## config.mk

```make
export PLATFORM = sky130hd
export DESIGN_NAME = gate_controller
export DESIGN_NICKNAME = d
export VERILOG_FILES = /design/src/rtl/gate_controller.sv
export SDC_FILE = /design/constraint.sdc
export NUM_CORES = 1
export LEC_CHECK = 0
export BUFFER_PORTS_ARGS = -buffer_cell sky130_fd_sc_hd__buf_2
export CORE_MARGIN = 2
export CORE_UTILIZATION = 49
export CTS_BUF_LIST = sky130_fd_sc_hd__clkbuf_2
export DETAILED_ROUTE_END_ITERATION = 6
export PLACE_DENSITY = 0.78
export RECOVER_POWER = 25
export SYNTH_ARGS = -nofsm -noshare
export SYNTH_HDL_FRONTEND = slang
export SYNTH_SLANG_ARGS = --single-unit
```

## constraint.sdc

```tcl
create_clock -name clock_i -period 1.6 [get_ports clock_i]
set_input_delay 0.08 -clock clock_i [delete_from_list [all_inputs] [get_ports clock_i]]
set_output_delay 0.08 -clock clock_i [all_outputs]
set_load 0.02 [all_outputs]
```

## src/rtl/gate_controller.sv

```systemverilog
// gate_controller: sequencer that opens a counting gate on start_i and closes it on a
// synchronised rising edge of stop_i. It captures the frozen count and offers
// {result, overflow} downstream through a valid/ready handshake.
// Optional feature macro: GATE_CONTROLLER_AUTO_REARM_EN. When it is defined, an accepted
// result re-arms the next gate straight away, so measurements run back to back.
module gate_controller #(
    parameter int MAX_COUNTER_VALUE = 2000,
    parameter int SYNC_STAGES       = 2,
    // Derived from MAX_COUNTER_VALUE; leave at its default.
    parameter int VAL_W             = $clog2(MAX_COUNTER_VALUE + 1)
) (
    input  logic             clock_i,
    input  logic             reset_n_i,
    input  logic             start_i,
    input  logic             stop_i,
    input  logic             abort_i,
    output logic             counter_enable_o,
    input  logic             counter_finished_i,
    input  logic [VAL_W-1:0] counter_val_i,
    output logic [VAL_W-1:0] result_o,
    output logic             overflow_o,
    output logic             result_valid_o,
    input  logic             result_ready_i,
    output logic             busy_o
);

    typedef enum logic [2:0] {
        S_IDLE,
        S_ARM,
        S_GATE,
        S_DRAIN,
        S_RESULT
    } state_t;

    state_t                 state_q, state_d;
    logic                   enable_q, enable_d;
    logic [VAL_W-1:0]       result_q, result_d;
    logic                   overflow_q, overflow_d;
    logic                   valid_q, valid_d;
    logic                   busy_q, busy_d;

    logic [SYNC_STAGES-1:0] sync_q;
    logic                   sync_last_q;
    logic                   sync_out;
    logic                   stop_edge;

    assign sync_out  = sync_q[SYNC_STAGES-1];
    assign stop_edge = sync_out & ~sync_last_q;

    // Bring the asynchronous stop_i into the clock domain and keep the previous
    // synchronised level so that a rising edge can be detected.
    always_ff @(posedge clock_i or negedge reset_n_i) begin
        if (!reset_n_i) begin
            sync_q      <= '0;
            sync_last_q <= 1'b0;
        end else begin
            sync_q      <= {sync_q[SYNC_STAGES-2:0], stop_i};
            sync_last_q <= sync_out;
        end
    end

    // State register and registered outputs.
    always_ff @(posedge clock_i or negedge reset_n_i) begin
        if (!reset_n_i) begin
            state_q    <= S_IDLE;
            enable_q   <= 1'b0;
            result_q   <= '0;
            overflow_q <= 1'b0;
            valid_q    <= 1'b0;
            busy_q     <= 1'b0;
        end else begin
            state_q    <= state_d;
            enable_q   <= enable_d;
            result_q   <= result_d;
            overflow_q <= overflow_d;
            valid_q    <= valid_d;
            busy_q     <= busy_d;
        end
    end

    // Next-state logic and next values of the registered outputs.
    always_comb begin
        state_d    = state_q;
        enable_d   = enable_q;
        result_d   = result_q;
        overflow_d = overflow_q;
        valid_d    = valid_q;

        case (state_q)
            S_IDLE: begin
                enable_d = 1'b0;
                valid_d  = 1'b0;
                if (start_i) begin
                    state_d  = S_ARM;
                    enable_d = 1'b1;
                end
            end

            // The counter sees enable rise at the end of this cycle. Any finished
            // flag seen here is left over from the previous run, so it is ignored.
            S_ARM: begin
                enable_d = 1'b1;
                state_d  = S_GATE;
            end

            S_GATE: begin
                if (abort_i) begin
                    enable_d = 1'b0;
                    state_d  = S_IDLE;
                end else if (counter_finished_i) begin
                    // The counter saturated before stop arrived.
                    enable_d   = 1'b0;
                    result_d   = counter_val_i;
                    overflow_d = 1'b1;
                    valid_d    = 1'b1;
                    state_d    = S_RESULT;
                end else if (stop_edge) begin
                    enable_d = 1'b0;
                    state_d  = S_DRAIN;
                end
            end

            // Wait for the counter to report that its value is frozen.
            S_DRAIN: begin
                enable_d = 1'b0;
                if (abort_i) begin
                    state_d = S_IDLE;
                end else if (counter_finished_i) begin
                    result_d   = counter_val_i;
                    overflow_d = 1'b0;
                    valid_d    = 1'b1;
                    state_d    = S_RESULT;
                end
            end

            S_RESULT: begin
                enable_d = 1'b0;
                if (valid_q && result_ready_i) begin
                    valid_d = 1'b0;
`ifdef GATE_CONTROLLER_AUTO_REARM_EN
                    if (abort_i) begin
                        state_d = S_IDLE;
                    end else begin
                        state_d  = S_ARM;
                        enable_d = 1'b1;
                    end
`else
                    state_d = S_IDLE;
`endif
                end
            end

            default: begin
                state_d  = S_IDLE;
                enable_d = 1'b0;
                valid_d  = 1'b0;
            end
        endcase

        busy_d = (state_d != S_IDLE);
    end

    assign counter_enable_o = enable_q;
    assign result_o         = result_q;
    assign overflow_o       = overflow_q;
    assign result_valid_o   = valid_q;
    assign busy_o           = busy_q;

endmodule

```

* After elaboration in Yosys (flattened, before gate mapping)
Index checks and enable logic that the tools add are counted.
** Operators by class
- Equality and inequality tests :: 12
- Reduce and logical (&&, ||, !) cells :: 8
- Add/sub/neg operators :: 0
- Order comparisons :: 0
- $mul :: 0
- Shift operators :: 0
- Multiplexer cells :: 20
- Divide/modulo/power cells :: 0
- Bitwise operators :: 4
** Operators with widths (number)
- 2-to-1 mux 3 bit :: 7
- one-hot mux 3 bit (5 select lines) :: 1
- inequality test 2 bit, second input constant :: 6
- 2-to-1 mux 1 bit :: 9
- equality test 3 x 2 -> 1 bit, second input constant :: 2
- one-hot mux 1 bit (3 select lines) :: 2
- AND reduction 5 bit :: 1
- inequality test 4 bit, second input constant :: 1
- AND reduction 4 bit :: 1
- equality test 3 x 1 -> 1 bit, second input constant :: 1
- equality test 3 bit, second input constant :: 1
- zero test 3 bit :: 1
- NOT 1 bit :: 3
- AND reduction 3 bit :: 1
- nonzero test 3 bit :: 1
- inequality test 2 x 1 -> 1 bit, second input constant :: 1
- one-hot mux 1 bit (2 select lines) :: 1
- nonzero test 2 bit :: 1
- OR reduction 2 bit :: 1
- AND 1 bit :: 1
- logical AND 1 bit :: 1
** Storage, ports and cells
- Memories kept :: 0
- Bits in registers :: 21
- RAM bits :: 0
- Memory bits (read-only) :: 0
- Bits in latches :: 0
- Output and inout port bits :: 15
- Input bits :: 18

* Longest topological paths before layout
Gate-level depths: netlist of run 1.
- Depth in word-level cells :: 7
- Depth in mapped cells :: 4

* Worst setup path before layout of run 1
No wires, ideal clock.
- Kind :: register -> register
- Start :: reg state_q[1]
- End :: reg result_q[0] (netlist: result_o[0])
- Setup time :: 125 ps
- Stages on the path, launching flop included :: 5
- Period minus slack after synthesis :: 1422 ps
- Path buffers :: 1
- Data required time :: 1475 ps
- Data arrival time :: 1297 ps
- Path slack :: 178 ps
- Path through :: dfrtp_1 -> nand2b_2 -> nor3b_4 -> buf_8 -> mux2_4
** Between the ends
- Word-level cells in the longest chain between the ends :: 3
- Elaborated cells on any way between the ends :: 4
- Those cells by class :: eq/ne: 2; reduce/logical: 2
** RTL lines
- start, declared :: RTL line 35 : state_t state_q, state_d;
- start signal, assigned :: RTL line 72 : state_q <= state_d;
- equality test 3 x 2 -> 1 bit :: RTL line 89 : case (state_q)
- OR reduction 2 bit (no source line) (*)
- AND reduction 3 bit (no source line) (*)
- end signal, assigned :: RTL line 74 : result_q <= result_d;
- end, declared :: RTL line 37 : logic [VAL_W-1:0] result_q, result_d;
Every way passes the cells marked *; elsewhere a longest branch is shown, timed or not.
A chain may end at the register's enable or synchronous reset.

* Worst setup path after layout of run 1
Same ends and word-level chain as after synthesis.

==> results of run 1 <==
## registers in the layout, indices dropped and copies added (netlist names)
signal,count
state_q,3
result_valid_o,1
sync_q,2
counter_enable_o,1
overflow_o,1
busy_o,1
sync_last_q,1
result_o,11
## routing by layer
| layer | share of wire, % | track usage [%] | vias to the layer above |
|---|---|---|---|
| li1 | - | - | 303 |
| met1 | 40 | 22.8 | 303 |
| met2 | 53 | 34.4 | 21 |
| met3 | 4.4 | 5.16 | 6 |
| met4 | 2.4 | 12.0 | 0 |
| met5 | 0 | 0 | - |
## critical path: cells and delay by family (launching register included)
family / cells / cell delay (ps)
AND/OR/NAND/NOR: 2 / 370
multiplexers: 1 / 320
flip-flops: 1 / 480
buffers and inverters: 1 / 230
## power by group through the flow
| stage | logic (uW) | clock network [uW] | registers [uW] |
|---|---|---|---|
| floorplan | 384 | 0 | 1110 |
| global placement | 842 | 0 | 900 |
| detailed placement | 873 | 0 | 910 |
| CTS | 900 | 221 | 901 |
| global route | 964 | 253 | 934 |
| finish | 900 | 214 | 902 |
## cell type report
class	instances	area (sq um)
flip-flops and latches	21	526
inverters	3	11.3
clock buffers	3	15.0
clock inverters	1	5.00
fillers	110	489
repair buffers	49	324
multi-input cells	32	298
well taps	17	21.3
## path summary, 6_finish.rpt
| path | from | endpoint | depth (start not counted) |
|---|---|---|---|
| worst max-delay path | state_q[1] | result_o[0] | 4 |
| min in group asynchronous | reset_n_i | result_valid_o | 2 |
| worst min register to register | sync_q[0] | sync_q[1] | 0 |
| worst max register to register | state_q[1] | result_o[0] | 4 |
| max in group asynchronous | reset_n_i | sync_last_q | 2 |
| worst min-delay path | result_ready_i | state_q[2] | 4 |
## through the flow
step	hold WS [ps]	instances
2_1_floorplan	-216	58
3_3_place_gp	47.0	107
3_5_place_dp	55.2	107
4_1_cts	11.2	125
5_1_grt	83.8	126
6_report	122	126
## cells by family (layout without fill, tap and decap cells)
logic type,Yosys count,count (layout)
mux,12,12
simple gates,12,12
buf+inv,5,56
compound gates,8,8
flops,21,21
## placed cells by master, fill, tap and decap left out, drive strengths merged, types with 2 or more instances in the layout
cell type    instances
clkbuf               4
dlygate4sd3         15
o21ai                2
nor2                 3
mux2                11
buf                 33
nand2b               2
dfrtp               21
nor3                 2
inv                  3
==> metrics.yaml, run 1 <==
outcome: "complete, no violations"
power_uw: 2020
ctsResizeCount: 0
irDropWorstVdd_v: 0.00101
antenna_cells: 0
cts_tree: "done"
synthTopCellsByArea: "dfrtp_1 (61%), mux2_4 (12%), mux2_2 (5.3%), nor3b_4 (2.2%), buf_8 (1.8%)"
fin_util_pct: 71.0
tightest_slew_ps: 1090
sequentialPowerShare_pct: 44.8
clockRootBuffer: "clkbuf_2"
endpoint_kind: "flop"
initial_utilization_pct: 50.7
critPathArrivalTime_ps: 1710
internal_power_uw: 1230
grt_max_degree: 22
min_period_over_period_pct: 93.3
htreeDepth: 1
antenna_found_initial: 0
drtAntennaViolNets: 0
dp_hpwl_um: 1240
grt-ovfl-total: 0
hold_viol: 0
syn-num-nets: 76
synthArstFlopShare_pct: 100
synthCells: 58
crit_chain: "nand2b_2, nor3b_4, buf_4, mux2_4"
ys_types: 23
synth_common_cells: "dfrtp_1 (21), mux2_4 (7), mux2_2 (4), inv_1 (3), nor2_1 (3)"
syn_area_sq_um: 857
drt_first_pass_iters: 2
drv_cap: 0
wl_um: 1870
synth-adder-area-share_pct: 0
die_y_um: 45.8
cts_inserted_buffers: 3
yosysWarnings: 0
setup_violations: 0
drc: 0
skew_ps: 5.46
cts_hold_buf: 14
clkLatencyLatePin_ps: 310
required_ps: 1820
rows: 15
dieArea_sq_um: 2100
synth_edf_count: 0
synth-simple-area-share_pct: 9.49
p_sw_uw: 791
synth_top_area_share_pct: 61.3
vias: 633
core_area_sq_um: 1690
viasPerCell: 5.02
avgRoutedWirePerCell_um: 14.8
synth_top_family_by_area: "multiplexers"
grt_usage_pct: 20.3
ys.flop_type: "dfrtp_1"
muxShareOfSynthArea_pct: 18.7
fin_ws_ps: 107
synth_most_common_cell: "dfrtp_1"
switching_share_pct: 39.2
max_freq_mhz: 670
fp.dieW_um: 45.8
hp-class: "in -> reg"
drive_above_1_share_pct: 47.7
final_area_sq_um: 1200
cp_max_fo: 8
powerDensity_nw_per_um2: 1680
ys_seq_area_share_pct: 61.3
synth_xor_area_share_pct: 0
path_class: "reg -> reg"
cts_setup_buffers: 0
slew_viol_final: 0
grt_pass1_vias: 661
slowest_delay_ps: 480
cts_max_path_buffers: 2
p_leak_uw: 0.000603
numClockSinks: 21
synth_compound_area_share_pct: 6.57
synth.largest_area_cell: "dfrtp_1"
dp_slack_ps: 144
slowest_stage: "dfrtp_1"
slew_headroom_pct: 27.1
p_clk_share_pct: 10.6
ys_ff_latch: 21
rsz0062_at_grt: "no"
grt_pass1_wl_um: 2890
min_period_ps: 1490
gp_congestion: 0.815
comb_power_share_pct: 44.6
reg2reg_slack_ps: 110
clk_pin_slew_ps: 190
synthToLayoutAreaGrowth_pct: 40.0
tns_ps: 0
place_area_sq_um: 1030
pin_count: 33
drtIter0Drc: 7
syn_avg_cell_area_sq_um: 14.8
final_nets: 128
critPathLaunchType: "flop"
numPortBuffers: 32
Note: power is estimated with default switching activity, not from simulation.
==> inputs of run 2 (changes only) <==
Settings changed: CORE_UTILIZATION 49 to 46, CTS_BUF_LIST sky130_fd_sc_hd__clkbuf_2 to unset, PLACE_DENSITY 0.78 to 0.74.
==> run 2 against run 1 <==
Register-to-register slack improved by 30 ps. Via count fell by 0.63%. First-iteration DRC count increased by 29%. Wire length decreased by 10%. Maximum frequency rose by 1.8%. Clock skew about the same. Total power up 0.85%. Worst hold slack got worse by 100 ps. Core utilization is 2.5 points lower.
==> metrics.yaml, run 2 (synthesis results as in run 1) <==
vias: 629  # -0.63%
setup_violations: 0  # unchanged
antenna_cells: 0  # unchanged
min_period_over_period_pct: 91.6  # -1.7 points
wl_um: 1670  # -10%
rsz0062_at_grt: "no"
endpoint_kind: "flop"
slowest_delay_ps: 450  # -30 ps
drt_first_pass_iters: 4  # +2
regToRegStartpoint: "state_q[1]"
core_area_sq_um: 1750  # +3.3%
tns_ps: 0  # unchanged
final_cell_mix: "buf_2 (31), dfrtp_1 (21), dlygate4sd3_1 (13)"
cts_inserted_buffers: 3  # unchanged
reg2reg_slack_ps: 130  # +30 ps
layout_commonest_cell: "buf_2"
max_freq_mhz: 682  # +1.8%
cpLargestDelayFamily: "flip-flops"
final_nets: 126  # -1.6%
clk_pin_slew_ps: 110  # -80 ps
gp_congestion: 0.817  # +0.28%
grt-ovfl-total: 0  # unchanged
initial_utilization_pct: 49.1  # -1.6 points
viasPerCell: 4.77  # -5.1%
skew_ps: 5.45  # -0.0119 ps
htreeDepth: 1  # unchanged
fp.dieW_um: 47.2  # +2.9%
synthToLayoutAreaGrowth_pct: 39.6
worstHoldStart: "counter_val_i[3]"
cts_max_path_buffers: 2  # unchanged
numPortBuffers: 32  # unchanged
slowest_stage: "dfrtp_1"
clkLatencyLatePin_ps: 300  # about the same
rows: 15  # unchanged
grt_pass1_vias: 534  # -19%
cts_setup_buffers: 0  # unchanged
path_class: "reg -> reg"
r2r_cells: 4  # unchanged
drc: 0  # unchanged
irDropWorstVdd_v: 0.000850  # -16%
grt_pass1_wl_um: 2330  # -19%
drtIter0Drc: 9  # +2
die_y_um: 47.2  # +2.9%
drtAntennaViolNets: 0  # unchanged
grt_usage_pct: 15.5  # -4.8 points
fill_cells: 133  # +21%
hold_viol: 0  # unchanged
ctsResizeCount: 0  # unchanged
crit_chain: "nand2b_2, nor3b_4, buf_4, mux2_4"
drv_cap: 0  # unchanged
slew_headroom_pct: 27.7  # +0.54 points
grt_max_degree: 22  # unchanged
holdWs_ps: 20.2  # -102 ps
timing.hold.worst_path_depth: 2  # -2
antenna_found_initial: 0  # unchanged
dieArea_sq_um: 2220  # +6.0%
slew_viol_final: 0  # unchanged
whs_endpoint: "result_o[3]"
required_ps: 1790  # -30 ps
p_leak_uw: 0.000593  # -1.6%
hp-class: "in -> reg"
reg2reg_to: "result_o[7]"
critPathLaunchType: "flop"
cts_hold_buf: 4  # -10
critPathArrivalTime_ps: 1660  # -50 ps
powerDensity_nw_per_um2: 1700  # +1.2%
cts_tree: "done"
drive_above_1_share_pct: 47.7  # about the same
cp_max_fo: 9  # +1
pin_count: 33  # unchanged
largest_reg_flops: 11  # unchanged
clockRootBuffer: "clkbuf_4"
tightest_slew_ps: 1090  # -8.13 ps
dp_hpwl_um: 1210  # -2.6%
outcome: "complete, no violations"
fin_util_pct: 68.5  # -2.5 points
min_period_ps: 1470  # -26.7 ps
avgRoutedWirePerCell_um: 12.7  # -14%
path_buf_inv: 1  # unchanged
numClockSinks: 21  # unchanged
[run 2: where the power goes]
group,internal (uW),switching [uW],total (uW)
Combinational,419,463,882
Sequential,748,156,904
Clock,97.1,150,247
[run 2: worst register-to-register path, stage by stage (launching register included)]
cell and delay [ps]:
dfrtp_1 450, nand2b_2 140, nor3b_4 220, buf_4 230, mux2_4 320
[run 2: layer usage]
metal	part of all wire, %	routed length (um)	vias up	GRT usage, %
li1	-	-	301	-
met4	1.6	27	0	6.67
met5	0	0	-	0
met3	5.0	83	4	4.23
met2	49	824	26	24.9
met1	44	736	298	19.9
[run 2: final cells by class]
type                       count  area [sq um]  area share [%]
clock buffer                   4          26.3            2.20
inverter                       3          11.3           0.941
multi-input combinational     32           298            24.9
sequential                    21           526            43.9
tap                           25          31.3            2.62
timing repair buffer          47           304            25.4
[run 2: worst max path at each step]
| stage | depth (start not counted) | slack (ps) | startpoint | endpoint |
|---|---|---|---|---|
| floorplan | 4 | 180 | state_q[1] | result_o[0] |
| global placement | 4 | 210 | state_q[1] | result_o[7] |
| detailed placement | 4 | 150 | state_q[1] | result_o[8] |
| CTS | 4 | 130 | state_q[1] | result_o[6] |
| global route | 4 | 40 | state_q[1] | result_o[7] |
| finish | 4 | 130 | state_q[1] | result_o[7] |
[run 2: metrics by stage]
stage	cell area [sq um]	instances	total power [uW]	setup WS, ps
2_1_floorplan	857	58	1490	178
3_3_place_gp	1040	115	1740	207
3_5_place_dp	1040	115	1780	150
4_1_cts	1110	123	2030	129
5_1_grt	1200	132	2170	43.9
6_report	1200	132	2030	134
==> inputs of run 3 (changes only) <==
Settings changed: SETUP_SLACK_MARGIN set to 0.3.
==> run 3 against run 2 <==
Total power grew 7.4%. Sequential power shrank 2.3%. Wire length is 17% higher. Combinational power grew 18%. Clock power is 5% higher.
==> metrics.yaml, run 3 (synthesis results as in run 1) <==
clk_pin_slew_ps: 130  # +20 ps
gp_congestion: 0.820  # +0.33%
grt-ovfl-total: 0  # unchanged
vias: 660  # +4.9%
final_area_sq_um: 1270  # +6.1%
internal_power_uw: 1360  # +7.9%
dieArea_sq_um: 2220  # unchanged
setup_violations: 0  # unchanged
p_leak_uw: 0.000644  # +8.6%
p_clk_share_pct: 11.9  # -0.3 points
fin_ws_ps: 267  # +133 ps
holdWs_ps: 7.60  # -12.6 ps
antenna_cells: 0  # unchanged
final_cell_mix: "buf_2 (32), dfrtp_1 (19), mux2_4 (11), dlygate4sd3_1 (11), buf_4 (6)"
seqCellArea_sq_um: 528  # +0.48%
drtAntennaViolNets: 0  # unchanged
multi_input_area_sq_um: 322  # +8.0%
r2r_cells: 3  # -1
die_y_um: 47.2  # unchanged
tns_ps: 0  # unchanged
fp.dieW_um: 47.2  # unchanged
irDropWorstVdd_v: 0.00126  # +48%
wl_um: 1960  # +17%
crit_chain: "nor3b_4, buf_6, mux2_4"
endpoint_kind: "flop"
skew_ps: 9.94  # +4.49 ps
powerDensity_nw_per_um2: 1720  # +1.3%
clkLatencyLatePin_ps: 310  # about the same
htreeDepth: 1  # unchanged
dp_hpwl_um: 1200  # -0.90%
slew_viol_final: 0  # unchanged
required_ps: 1810  # +20 ps
timing.hold.worst_path_depth: 2  # unchanged
grt_pass1_wl_um: 2940  # +26%
avgRoutedWirePerCell_um: 14.3  # +13%
numClockSinks: 21  # unchanged
fin_util_pct: 72.7  # +4.2 points
core_area_sq_um: 1750  # unchanged
antenna_found_initial: 0  # unchanged
grt_max_degree: 22  # unchanged
comb_power_share_pct: 47.7  # +4.3 points
numPortBuffers: 32  # unchanged
min_period_over_period_pct: 83.3  # -8.3 points
hp-class: "in -> reg"
largest_reg_flops: 11  # unchanged
rows: 15  # unchanged
drc: 0  # unchanged
dp_slack_ps: 150  # +0.310 ps
slowest_stage: "dfrtp_2"
switching_share_pct: 37.6  # -0.25 points
max_freq_mhz: 750  # +9.9%
viasPerCell: 4.82  # +1.1%
drtIter0Drc: 17  # +8
outcome: "complete, no violations"
min_period_ps: 1330  # -133 ps
sequentialPowerShare_pct: 40.4  # -4.0 points
initial_utilization_pct: 49.1  # unchanged
synthToLayoutAreaGrowth_pct: 48.0
p_sw_uw: 820  # +6.7%
drt_first_pass_iters: 4  # unchanged
slowest_delay_ps: 460  # about the same
cts_inserted_buffers: 3  # unchanged
final_nets: 131  # +4.0%
drv_cap: 0  # unchanged
critPathArrivalTime_ps: 1540  # -120 ps
rsz0062_at_grt: "yes"
layout_commonest_cell: "buf_2"
cp_max_fo: 8  # -1
hold_viol: 0  # unchanged
path_class: "reg -> reg"
clockRootBuffer: "clkbuf_4"
cts_tree: "done"
tightest_slew_ps: 461  # -624 ps
fill_cells: 116  # -13%
slew_headroom_pct: 69.3  # +42 points
place_area_sq_um: 1050  # +0.48%
grt_pass1_vias: 628  # +18%
drive_above_1_share_pct: 56.3  # +8.6 points
cts_max_path_buffers: 2  # unchanged
critPathLaunchType: "flop"
grt_usage_pct: 19.3  # +3.8 points
pin_count: 33  # unchanged
run 3: changes by cell type in the layout (fill, tap and decap cells not counted), moves of 2 or more:
cell,change
mux2_4,+4
buf_4,+4
buf_6,+3
dfrtp_1,-2
clkbuf_1,-2
mux2_2,-4
dfrtp_2,+2
dlygate4sd3_1,-2
run 3: final cells by class:
class,instances,area share [%]
clock buffers,3,1.78
clock inverters,1,0.394
inverters,3,0.888
multi-input cells,32,25.3
flip-flops and latches,21,41.6
well taps,25,2.47
repair buffers,52,27.5
run 3: power groups by stage:
stage	sequential, uW	combinational [uW]	clock, uW
after floorplan	1110	386	0
after global placement	904	848	0
after detailed placement	910	867	0
after CTS	881	1030	266
after global routing	908	1120	290
final	883	1040	260
run 3: final timing paths:
check | startpoint | to | slack (ps)
max | state_q[2] | result_o[7] | 270
min | counter_val_i[8] | result_o[8] | 8
min reg2reg | sync_q[0] | sync_q[1] | 380
max in group asynchronous | reset_n_i | state_q[2] | 1000
max reg2reg | state_q[2] | result_o[7] | 270
min in group asynchronous | reset_n_i | result_valid_o | 250
run 3: worst max-delay path, delay by kind of cell (launching register included):
family / cells / cell delay, ps
flops: 1 / 460
mux: 1 / 310
simple gates: 1 / 270
buf+inv: 1 / 200
run 3: repair_timing:
| item | 4_1_cts | 5_1_grt |
|---|---|---|
| pin swaps | 1 | 1 |
| gates resized for setup | 9 | 2 |
| endpoints found under the setup margin | 11 | 13 |
| hold endpoints to repair | 30 | 1 |
| setup buffers | 7 | 0 |
| hold buffers | 10 | 1 |
run 3: routing by layer:
metal / track usage, % / up-vias / part of all wire, %
met4: 5.00 / 0 / 0.66
met3: 3.85 / 2 / 4.0
met1: 25.5 / 329 / 43
met5: 0 / - / 0
met2: 32.6 / 20 / 53
li1: - / 309 / -
run 3: metrics by stage:
| step | instances | total power (uW) |
|---|---|---|
| CTS | 136 | 2180 |
| floorplan | 58 | 1500 |
| detailed placement | 115 | 1780 |
| global placement | 115 | 1750 |
| global route | 137 | 2320 |
| finish | 137 | 2180 |
